--- config.mk ---
export PLATFORM = sky130hd
export DESIGN_NAME = fifo_sched
export DESIGN_NICKNAME = d
export VERILOG_FILES = /design/src/rtl/fifo_sched_pkg.sv /design/src/rtl/fifo_sched_arb.sv /design/src/rtl/fifo_sched.sv
export SDC_FILE = /design/constraint.sdc
export NUM_CORES = 1
export LEC_CHECK = 0
export CAP_MARGIN = 20
export CORE_ASPECT_RATIO = 1.5
export CORE_MARGIN = 4
export CORE_UTILIZATION = 47
export DETAILED_ROUTE_END_ITERATION = 8
export GPL_TIMING_DRIVEN = 0
export HOLD_SLACK_MARGIN = 0.06
export PLACE_DENSITY = 0.87
export RECOVER_POWER = 100
export SETUP_SLACK_MARGIN = 0.02
export SKIP_CTS_REPAIR_TIMING = 1
export SLEW_MARGIN = 20
export SYNTH_ARGS = -nofsm -noshare
export SYNTH_HDL_FRONTEND = slang
export SYNTH_SLANG_ARGS = --single-unit
--- constraint.sdc ---
create_clock -name clk -period 5.65 [get_ports clk]
set_clock_uncertainty 0.1 [all_clocks]
set_input_delay 1.13 -clock clk [delete_from_list [all_inputs] [get_ports clk]]
set_output_delay 1.13 -clock clk [all_outputs]
set_load 0.005 [all_outputs]
--- src/rtl/fifo_sched_pkg.sv ---
// fifo_sched shared types: read FSM states, default widths,
// counter saturation constant and saturating increment helper.
package fifo_sched_pkg;

  typedef enum logic [1:0] {
    S_IDLE,
    S_READ,
    S_CAPT,
    S_HOLD
  } state_e;

  localparam int DEF_N_REQ  = 4;
  localparam int DEF_SRC_W  = 2;
  localparam int DEF_DST_W  = 2;
  localparam int DEF_DATA_W = 8;

  localparam logic [15:0] CNT_MAX = 16'hFFFF;

  function automatic logic [15:0] sat_inc(
    input logic [15:0] v
  );
    return (v == CNT_MAX) ? v : v + 16'd1;
  endfunction

endpackage

--- src/rtl/fifo_sched_arb.sv ---
// rr_arbiter: round-robin one-hot grant among req when en is high.
// Ports: clk, rst (async high), req, en -> grant; holds rr pointer.
module rr_arbiter #(
  parameter int N_REQ = 4
) (
  input  logic             clk,
  input  logic             rst,
  input  logic [N_REQ-1:0] req,
  input  logic             en,
  output logic [N_REQ-1:0] grant
);

  localparam int PW = (N_REQ > 1) ? $clog2(N_REQ) : 1;

  logic [PW-1:0]    r_ptr;
  logic [PW-1:0]    w_nxt;
  logic [N_REQ-1:0] w_elig;
  logic             w_found;
  int               w_idx;

  assign w_elig = en ? req : '0;

  // Scan from the pointer upward; first eligible wins.
  always_comb begin
    grant   = '0;
    w_nxt   = r_ptr;
    w_found = 1'b0;
    w_idx   = 0;
    for (int k = 0; k < N_REQ; k++) begin
      w_idx = (int'(r_ptr) + k) % N_REQ;
      if (!w_found && w_elig[PW'(w_idx)]) begin
        w_found            = 1'b1;
        grant[PW'(w_idx)]  = 1'b1;
        w_nxt = PW'((w_idx + 1) % N_REQ);
      end
    end
  end

  always_ff @(posedge clk or posedge rst) begin
    if (rst) r_ptr <= '0;
    else     r_ptr <= w_nxt;
  end

endmodule

--- src/rtl/fifo_sched.sv ---
// fifo_sched: shares one FIFO among producers (rr write arbiter)
// and routes popped words to the consumer named by their dst tag.
// Ports: req_* producers, f_* FIFO side, out_* consumers, wr/rd_cnt.
module fifo_sched
  import fifo_sched_pkg::*;
#(
  parameter int N_REQ  = DEF_N_REQ,
  parameter int SRC_W  = DEF_SRC_W,
  parameter int DST_W  = DEF_DST_W,
  parameter int DATA_W = DEF_DATA_W
) (
  input  logic                    clk,
  input  logic                    rst,
  input  logic [N_REQ-1:0]        req_valid,
  input  logic [N_REQ*SRC_W-1:0]  req_src,
  input  logic [N_REQ*DST_W-1:0]  req_dst,
  input  logic [N_REQ*DATA_W-1:0] req_data,
  output logic [N_REQ-1:0]        req_grant,
  output logic [SRC_W-1:0]        f_src_in,
  output logic [DST_W-1:0]        f_dst_in,
  output logic [DATA_W-1:0]       f_data_in,
  output logic                    f_writep,
  output logic                    f_readp,
  input  logic [SRC_W-1:0]        f_src_out,
  input  logic [DST_W-1:0]        f_dst_out,
  input  logic [DATA_W-1:0]       f_data_out,
  input  logic                    f_emptyp,
  input  logic                    f_fullp,
  output logic [2**DST_W-1:0]     out_valid,
  input  logic [2**DST_W-1:0]     out_ready,
  output logic [SRC_W-1:0]        out_src,
  output logic [DATA_W-1:0]       out_data,
  output logic [15:0]             wr_cnt,
  output logic [15:0]             rd_cnt
);

  localparam int NC = 2**DST_W;
  localparam logic [NC-1:0] ONE = {{(NC-1){1'b0}}, 1'b1};

  logic w_en;
  state_e            r_state;
  logic [SRC_W-1:0]  r_src;
  logic [DST_W-1:0]  r_dst;
  logic [DATA_W-1:0] r_data;
  logic [15:0]       r_wr;
  logic [15:0]       r_rd;

  // Reset also gates grants so nothing is written while held.
  assign w_en = ~f_fullp & ~rst;

  rr_arbiter #(
    .N_REQ(N_REQ)
  ) u_arb (
    .clk   (clk),
    .rst   (rst),
    .req   (req_valid),
    .en    (w_en),
    .grant (req_grant)
  );

  always_comb begin
    f_src_in  = '0;
    f_dst_in  = '0;
    f_data_in = '0;
    for (int i = 0; i < N_REQ; i++) begin
      if (req_grant[i]) begin
        f_src_in  = req_src[i*SRC_W +: SRC_W];
        f_dst_in  = req_dst[i*DST_W +: DST_W];
        f_data_in = req_data[i*DATA_W +: DATA_W];
      end
    end
  end

  assign f_writep = |req_grant;

  always_ff @(posedge clk or posedge rst) begin
    if (rst) begin
      r_state <= S_IDLE;
      r_src   <= '0;
      r_dst   <= '0;
      r_data  <= '0;
      r_wr    <= '0;
      r_rd    <= '0;
    end else begin
      if (f_writep) r_wr <= sat_inc(r_wr);
      unique case (r_state)
        S_IDLE: if (!f_emptyp) r_state <= S_READ;
        S_READ: r_state <= S_CAPT;
        S_CAPT: begin
          r_src   <= f_src_out;
          r_dst   <= f_dst_out;
          r_data  <= f_data_out;
          r_state <= S_HOLD;
        end
        S_HOLD: begin
          if (out_ready[r_dst]) begin
            r_rd    <= sat_inc(r_rd);
            r_state <= S_IDLE;
          end
        end
        default: r_state <= S_IDLE;
      endcase
    end
  end

  assign f_readp   = (r_state == S_READ);
  assign out_valid = (r_state == S_HOLD) ? (ONE << r_dst) : '0;
  assign out_src   = r_src;
  assign out_data  = r_data;
  assign wr_cnt    = r_wr;
  assign rd_cnt    = r_rd;

endmodule

==> results_dict.tcl, run 1 <==
set metrics [dict create \
    drt-wirelength-per-cell_um 16.1 \
    violations "max-capacitance violations, max-slew violations" \
    layout-drive-gt1-share 0.113 \
    hold_path_class "reg2reg" \
    die_y_um 110 \
    arrival_ns 4.23 \
    power_density_nw_per_um2 371 \
    viasPerCell 5.67 \
    relSlewSlack -0.209 \
    core_area_sq_um 6810 \
    instances_no_fill 554 \
    synth_flop_cell "dfrtp_1" \
    cts_sinks 48 \
    clk_path_buf_depth 2 \
    start_kind "input pin" \
    p_leak_nw 2.16 \
    slew_violations 36 \
    synth_top_area_share 0.368 \
    path_clk_slew_ns 0.09 \
    area_delta_synth_final_pct 48.3 \
    multi_input_comb_area_sq_um 1930 \
    grt_pass1_vias 3243 \
    io_pins 136 \
    cap_viol_max_count 1 \
    grt-ovfl-total 0 \
    ys_types 55 \
    postRouteAntennaNets 0 \
    worstPathRequired_ns 4.42 \
    synthesis.nets 417 \
    endpoint_kind "output port" \
    fin_nets 562 \
    busiest_layer "met2" \
    clk_latency_ns 0.31 \
    hpwlAfterDp_mm 7.33 \
    synthTopCellsByArea "dfrtp_1, ha_1, xor2_1, mux2_2, nand2_1" \
    cts_buffers 5 \
    grtUsageMet1 0.201 \
    cts_max_level 2 \
    synth_cells 330 \
    vdd_drop_max_uv 182 \
    wirelength_mm 8.91 \
    avgSynthCellArea_sq_um 9.90 \
    hold_violations 0 \
    synth-simple-area-share 0.160 \
    drt-pass1-iter-count 4 \
    grt_max_degree 36 \
    cts_root_buf "clkbuf_8" \
    path_max_fanout 10 \
    start_util 0.480 \
    synth_mux_area_frac 0.0938 \
    fillers 518 \
    synth-xor-area-share 0.0804 \
    synth_compound_area_frac 0.193 \
    drcViolationCount 0 \
    tightest_slew_ns 1.81 \
    setup_viol 0 \
    met3_usage 0.0577 \
    ys_ff_latch 48 \
    diodes 0 \
    grt_util_met2 0.423 \
    min_period_ns 5.46 \
    synth_edf_count 0 \
    die_area_sq_um 8380 \
    path_class "in2out" \
    cts_tree "yes" \
    synth_top_family_by_area "compound AO/OA/AOI/OAI gates" \
    fin_crit_sh 0.966 \
    rsz0062_at_grt "no" \
    antenna_found_initial 0 \
    drt_iter0_drc 83 \
    holdWs_ns 0.393 \
    grt_usage 0.211 \
    synth_adder_area_share 0.0574 \
    rrSetupSlack_ns 2.13 \
    ff_latch_area_sq_um 1200 \
    routabilityCongestion 0.893 \
    via_count 3140 \
    async_flop_share 1.00 \
    outcome "finished, violations left" \
    io_buffers 135 \
    die_w_um 76.1 \
    synth_top_area_cell "dfrtp_1" \
    grt_pass1_wl_mm 14.5 \
    dpl.cell_count 544 \
    fin_tns_setup_ns 0 \
    ys_seq_area_frac 0.368 \
    rows 37 \
    synth_warnings 0 \
    fmax_ghz 0.183 \
    syn_area_sq_um 3270 \
]
critical path, cell delays in order:
cell and delay, ns:
clkdlybuf4s50_1 0.50, or3b_2 0.55, o22ai_4 0.21, nor3_1 0.11
a22o_1 0.24, a221oi_4 0.23, inv_1 0.13, clkbuf_2 0.23
a221oi_1 0.25, o21ai_0 0.17, clkdlybuf4s50_1 0.47
worst paths after layout:
path                                start            to  depth (start not counted)
setup / recovery                  f_fullp  f_data_in[0]                         11
hold / removal                  wr_cnt[7]     wr_cnt[7]                          1
setup reg to reg           u_arb.r_ptr[0]     wr_cnt[1]                         12
hold reg to reg                 wr_cnt[7]     wr_cnt[7]                          1
max in group asynchronous             rst    wr_cnt[13]                          3
min in group asynchronous             rst   out_data[0]                          2
metrics by stage:
step                      setup slack, ns  utilization  total power [mW]  area (sq um)
after floorplan                      1.42            -              1.14          3270
after global placement              0.106        0.693              1.57          4720
after detailed placement          0.00499        0.696              1.62          4740
after CTS                         0.00114        0.710              1.84          4830
after global routing               0.0249        0.712              1.93          4840
final                               0.194        0.712              1.80          4840
area by class of cell:
class / count / area share
inverter: 14 / 0.0108
multi-input combinational: 254 / 0.398
timing repair buffer: 138 / 0.282
clock buffer: 6 / 0.0170
buffer: 14 / 0.0214
clock inverter: 2 / 0.00284
sequential: 48 / 0.248
tap: 78 / 0.0201
synth_stat cells (2+ instances only):
library cell and count:
a22o_1 3, a21oi_2 2, buf_8 2, nor3b_1 2, o21ai_1 5, nor2_1 15
ha_1 15, or3b_2 3, nand2_1 35, clkbuf_1 5, xor2_1 21, a211oi_2 3
nand4_1 5, a211oi_1 9, and3_1 7, o21ai_0 26, buf_6 3, a221oi_2 2
inv_1 14, nor3_1 7, mux2_2 15, buf_2 3, a21oi_1 8, nand3_1 10
o22ai_2 3, a221oi_1 12, or3_1 3, dfrtp_1 48, mux2i_1 7, mux2_1 2
xnor2_1 9, a21o_1 2, and4_1 2
layer usage:
layer / up-vias / wire length (um)
met3: 20 / 702
met2: 138 / 4770
met1: 1484 / 3200
met5: - / 0
met4: 0 / 238
li1: 1498 / -
flip-flops by register name (all words and copies together) (netlist names):
register and count:
rd_cnt 16, r_dst 2, r_state 2, wr_cnt 16, out_data 8, u_arb.r_ptr 2
out_src 2
logic make-up after synthesis:
logic type	after synthesis
mux	26
buf+inv	28
xor+xnor	30
simple gates	99
flops	48
compound gates	84
fa+ha+maj	15
cell usage in the layout (no fill, tap or decap), types with 5 or more instances in the layout:
| cell | n |
|---|---|
| xor2_1 | 21 |
| xnor2_1 | 9 |
| dfrtp_1 | 48 |
| nor2_1 | 15 |
| clkbuf_1 | 6 |
| inv_1 | 14 |
| clkdlybuf4s50_1 | 80 |
| nand4_1 | 5 |
| a221oi_1 | 11 |
| a21oi_1 | 9 |
| mux2_2 | 14 |
| o21ai_1 | 6 |
| mux2i_1 | 7 |
| o21ai_0 | 25 |
| nor3_1 | 7 |
| dlygate4sd3_1 | 54 |
| ha_1 | 15 |
| nand2_1 | 35 |
| and3_1 | 7 |
| a211oi_1 | 10 |
| clkbuf_8 | 6 |
| nand3_1 | 10 |
power breakdown:
group / switching [mW] / internal (mW)
logic: 0.475 / 0.571
registers: 0.0941 / 0.440
clock network: 0.116 / 0.100
Power figures use the tool's default switching activity.
==> run 2, diff against run 1 <==
--- a/config.mk
+++ b/config.mk
@@ -8,11 +8,11 @@
 export CAP_MARGIN = 20
 export CORE_ASPECT_RATIO = 1.5
 export CORE_MARGIN = 4
-export CORE_UTILIZATION = 47
+export CORE_UTILIZATION = 35
 export DETAILED_ROUTE_END_ITERATION = 8
 export GPL_TIMING_DRIVEN = 0
 export HOLD_SLACK_MARGIN = 0.06
-export PLACE_DENSITY = 0.87
+export PLACE_DENSITY = 0.68
 export RECOVER_POWER = 100
 export SETUP_SLACK_MARGIN = 0.02
 export SKIP_CTS_REPAIR_TIMING = 1
==> run 2 against run 1 <==
  * The run still ends with max-capacitance violations, max-slew violations left
  * Sequential power hardly changed
  * Count of clock-buffer cells in the layout is 1 lower
  * Highest routed layer unchanged
  * Cell area is 1.7% higher
  * Maximum frequency is 0.66% lower
  * Non-clock buffer count is 1 lower
  * Critical path type unchanged
  * Global-route usage is 5.1 points lower
==> results_dict.tcl, run 2 (synthesis gave the netlist of run 1 again) <==
set metrics [dict create \
    violations "max-capacitance violations, max-slew violations" \
    outcome "finished, violations left" \
    p_leak_nw 2.19 \
    path_common_cell "clkdlybuf4s50_1" \
    fin_nets 561 \
    rows 42 \
    clk_path_buf_depth 2 \
    via_count 3067 \
    drt_iter0_drc 64 \
    path_max_fanout 10 \
    drcViolationCount 0 \
    holdWs_ns 0.388 \
    relSlewSlack -0.0248 \
    final_cell_mix "clkdlybuf4s50_1, dlygate4sd3_1, dfrtp_1" \
    min_period_ns 5.49 \
    cts_max_level 2 \
    hold_path_depth 1 \
    postRouteAntennaNets 0 \
    drt-pass1-iter-count 4 \
    drt-wirelength-per-cell_um 15.2 \
    setup_viol 0 \
    start_util 0.364 \
    endpoint_kind "output port" \
    rsz0062_at_grt "no" \
    diodes 0 \
    fmax_ghz 0.182 \
    antenna_found_initial 0 \
    routabilityCongestion 0.844 \
    grt_pass1_wl_mm 14.5 \
    path_clk_slew_ns 0.06 \
    wirelength_mm 8.89 \
    arrival_ns 4.26 \
    power_density_nw_per_um2 384 \
    slew_violations 30 \
    grt_usage 0.160 \
    layout-drive-gt1-share 0.105 \
    cts_tree "yes" \
    tightest_slew_ns 1.54 \
    path_class "in2out" \
    die_w_um 86.9 \
    slowest_stage "or3b_2" \
    final_common_cell "clkdlybuf4s50_1" \
    hpwlAfterDp_mm 7.33 \
    r2r_cells 13 \
    hold_path_class "reg2reg" \
    area_delta_synth_final_pct 50.8 \
    rrSetupSlack_ns 2.17 \
    crit_path_cell_trace "clkdlybuf4s50_1 > or3b_2 > o22ai_4 > nor3_1 > a22o_1 > a221oi_2 > inv_1 > clkbuf_2 > a221oi_1 > o21ai_0 > clkdlybuf4s50_1" \
    cts_root_buf "clkbuf_16" \
    fin_tns_setup_ns 0 \
    die_area_sq_um 11000 \
    start_kind "input pin" \
    core_area_sq_um 8990 \
    worstPathRequired_ns 4.42 \
    fin_crit_sh 0.972 \
    clk_latency_ns 0.29 \
    cts_sinks 48 \
    hold_violations 0 \
    die_y_um 126 \
    viasPerCell 5.24 \
    cap_viol_max_count 1 \
    grt-ovfl-total 0 \
    io_buffers 135 \
    vdd_drop_max_uv 219 \
    cpPeakStageDelay_ns 0.54 \
    grt_max_degree 30 \
    cts_buffers 5 \
    grt_pass1_vias 3127 \
    io_pins 136 \
]
[run 2: changes by cell type in the layout (fill, tap and decap cells not counted), moves of 2 or more]
cell / change
clkbuf_1: -2
buf_4: -2
clkbuf_8: -6
clkbuf_2: +2
clkbuf_16: +5
[run 2: power by group]
part	switching [mW]	internal, mW
clock network	0.128	0.210
registers	0.0920	0.441
logic	0.456	0.564
total	0.676	1.21
[run 2: per-stage QoR]
stage,power [mW],setup WS (ns),instances,area [sq um],utilization
floorplan,1.14,1.42,330,3270,-
global placement,1.60,0.0594,575,4760,0.529
detailed placement,1.62,-0.0379,576,4780,0.531
CTS,1.97,-0.0412,584,4950,0.551
global route,2.05,0.0448,585,4930,0.548
finish,1.89,0.158,585,4930,0.548
[run 2: final timing paths]
kind                           startpoint            to
min in group asynchronous             rst     rd_cnt[9]
min reg2reg                     rd_cnt[7]     rd_cnt[7]
max reg2reg                u_arb.r_ptr[0]    wr_cnt[13]
max                                   rst  f_data_in[2]
max in group asynchronous             rst     wr_cnt[0]
min                             rd_cnt[7]     rd_cnt[7]
[run 2: critical path: cells and delay by family]
kind / cells / cell delay (ns)
and+or+nand+nor: 2 / 0.64
buffers and inverters: 4 / 1.36
AOI/OAI and AO/OA: 5 / 1.11
[run 2: cell type report]
| type | count | area (sq um) |
|---|---|---|
| buffer | 14 | 105 |
| fill | 810 | 4060 |
| clock inverter | 3 | 46.3 |
| sequential | 48 | 1200 |
| inverter | 14 | 52.6 |
| clock buffer | 5 | 125 |
| timing repair buffer | 137 | 1380 |
| tap | 110 | 138 |
| multi-input combinational | 254 | 1880 |
[run 2: per-layer routing]
layer	vias to the layer above	global-route usage	routed length, um
met1	1416	0.162	3050
li1	1494	-	-
met5	-	0	0
met4	0	0.0468	165
met2	144	0.303	4700
met3	13	0.0539	968
==> run 3, diff against run 2 <==
--- a/config.mk
+++ b/config.mk
@@ -5,6 +5,7 @@
 export SDC_FILE = /design/constraint.sdc
 export NUM_CORES = 1
 export LEC_CHECK = 0
+export ABC_AREA = 1
 export CAP_MARGIN = 20
 export CORE_ASPECT_RATIO = 1.5
 export CORE_MARGIN = 4
@@ -12,7 +13,7 @@
 export DETAILED_ROUTE_END_ITERATION = 8
 export GPL_TIMING_DRIVEN = 0
 export HOLD_SLACK_MARGIN = 0.06
-export PLACE_DENSITY = 0.68
+export PLACE_DENSITY = 0.67
 export RECOVER_POWER = 100
 export SETUP_SLACK_MARGIN = 0.02
 export SKIP_CTS_REPAIR_TIMING = 1
==> run 3 against run 2 <==
  * The flow still finishes with violations (max-capacitance violations, max-slew violations)
  * First-iteration DRC count rose by 130%
  * Cell area up 3.1%
  * Combinational power is 25% higher
  * Sequential cell count is the same
  * Synthesized cell count increased by 41%
  * Largest power group unchanged
==> results_dict.tcl, run 3 <==
set metrics [dict create \
    arrival_ns 3.93 \
    drt_iter0_drc 147 \
    cts_buffers 5 \
    hold_path_class "reg2reg" \
    path_delay_family "buffers and inverters" \
    postRouteAntennaNets 0 \
    setup_viol 0 \
    via_count 3491 \
    synth_compound_area_frac 0.0536 \
    relSlewSlack -0.193 \
    grt_pass1_vias 3591 \
    synth_top_area_share 0.350 \
    instances_no_fill 724 \
    drcViolationCount 0 \
    syn_area_sq_um 3430 \
    synthTopCellsByArea "dfrtp_1, nand2_1, nand3_1, ha_1, a21oi_1" \
    start_kind "input pin" \
    path_class "in2out" \
    wl_met1_mm 3.55 \
    synth_edf_count 0 \
    avgSynthCellArea_sq_um 7.38 \
    path_clk_slew_ns 0.07 \
    finish.utilization 0.527 \
    wl_met2_mm 4.70 \
    slowest_stage "dlygate4sd3_1" \
    cts_max_level 2 \
    die_w_um 88.9 \
    routabilityCongestion 0.847 \
    grt_max_degree 35 \
    synth_top_area_cell "dfrtp_1" \
    cts_root_buf "clkbuf_16" \
    fin_nets 695 \
    drt-pass1-iter-count 4 \
    clk_path_buf_depth 2 \
    cpPeakStageDelay_ns 0.59 \
    path_max_fanout 10 \
    worstPathRequired_ns 4.42 \
    ys_types 28 \
    outcome "finished, violations left" \
    antenna_found_initial 0 \
    rsz0062_at_grt "no" \
    cts_tree "yes" \
    io_pins 136 \
    ys_ff_latch 48 \
    synth-xor-area-share 0.0791 \
    final_common_cell "nand2_1" \
    fin_tns_setup_ns 0 \
    path_common_cell "nand2_1" \
    fin_ws_ns 0.492 \
    cts_sinks 48 \
    power_density_nw_per_um2 423 \
    rrSetupSlack_ns 2.25 \
    worst-path-buf-inv 3 \
    area_delta_synth_final_pct 48.0 \
    core_area_sq_um 9630 \
    clk_latency_ns 0.29 \
    route.met3.wl_mm 1.05 \
    synth_top_family_by_area "simple AND/OR/NAND/NOR gates" \
    synthTopCellsByCount "nand2_1, nand3_1, dfrtp_1, inv_1, a21oi_1" \
    drt-wirelength-per-cell_um 13.1 \
    total_power_mw 2.15 \
    fmax_ghz 0.194 \
    violations "max-capacitance violations, max-slew violations" \
    fillers 939 \
    final_cell_mix "nand2_1, clkdlybuf4s50_1, dlygate4sd3_1" \
    synth_cells 465 \
    start_util 0.356 \
    vdd_drop_max_uv 263 \
    ys_seq_area_frac 0.350 \
    io_buffers 135 \
    place_ws_ns 0.733 \
    cap_viol_max_count 1 \
    grt-ovfl-total 0 \
    rows 44 \
    min_period_ns 5.16 \
    dpl.cell_count 716 \
    wirelength_mm 9.45 \
    top_layer "met4" \
    slew_violations 35 \
    hold_violations 0 \
    crit_path_cell_trace "dlygate4sd3_1 > nor2_4 > nand3_1 > nand2_1 > nand2_1 > nand2_4 > nand3_4 > nor2_1 > nor2_2 > nand2_2 > clkbuf_1 > nand2_1 > nand2_1 > dlygate4sd3_1" \
    synth_adder_area_share 0.0547 \
    endpoint_kind "output port" \
    tightest_slew_ns 1.79 \
    fin_crit_sh 0.913 \
    diodes 0 \
    synth-simple-area-share 0.366 \
    synthesis.nets 552 \
    async_flop_share 1.00 \
    hpwlAfterDp_mm 7.57 \
    die_area_sq_um 11500 \
    synth_mux_area_frac 0.0328 \
    viasPerCell 4.82 \
    synth_flop_cell "dfrtp_1" \
    die_y_um 129 \
    p_leak_nw 2.50 \
    grt_pass1_wl_mm 15.6 \
    synth_warnings 0 \
    layout-drive-gt1-share 0.0706 \
    synth.most_common_cell "nand2_1" \
    grt_usage 0.169 \
]
[run 3: changes by cell type after synthesis, sizes merged, moves of 12 or more]
cell	previous run	this run
a211oi	12	0
a21oi	10	28
a221oi	14	0
inv	14	37
nand2	35	156
nand3	10	61
nor2	15	33
o21ai	31	7
[run 3: logic make-up after synthesis]
logic type | after synthesis
and+or+nand+nor | 274
buffers and inverters | 51
DFF | 48
AOI/OAI and AO/OA | 36
xor gates and xnor gates | 31
adders and majority gates | 15
muxes | 10
[run 3: worst paths after layout]
kind                          endpoint            from  cells after the start
setup / recovery           f_dst_in[0]             rst                     14
hold reg to reg             rd_cnt[15]      rd_cnt[15]                      1
hold / removal              rd_cnt[15]      rd_cnt[15]                      1
min in group asynchronous  out_data[0]             rst                      2
max in group asynchronous   rd_cnt[12]             rst                      3
setup reg to reg             wr_cnt[1]  u_arb.r_ptr[1]                     16
[run 3: metrics by stage]
step	hold slack, ns	instance area [sq um]
3_5_place_dp	0.387	4950
6_report	0.390	5080
4_1_cts	0.403	5120
5_1_grt	0.425	5080
3_3_place_gp	0.382	4930
2_1_floorplan	0.384	3430
[run 3: final cells by class]
type / instances / area (sq um) / area share
multi-input cells: 366 / 1990 / 0.392
repair buffers: 136 / 1360 / 0.267
flip-flops and latches: 48 / 1200 / 0.236
well taps: 115 / 144 / 0.0283
inverters: 37 / 141 / 0.0278
clock buffers: 6 / 139 / 0.0273
plain buffers: 14 / 68.8 / 0.0135
clock inverters: 2 / 38.8 / 0.00764
[run 3: per-layer routing]
| metal | up-vias | global-route usage |
|---|---|---|
| li1 | 1787 | - |
| met2 | 123 | 0.301 |
| met3 | 13 | 0.0617 |
| met1 | 1568 | 0.183 |
| met5 | - | 0 |
| met4 | 0 | 0.0534 |
[run 3: report_power, final]
part / internal, mW / switching (mW)
sequential: 0.436 / 0.0849
clock: 0.222 / 0.131
combinational: 0.589 / 0.685
total: 1.25 / 0.901
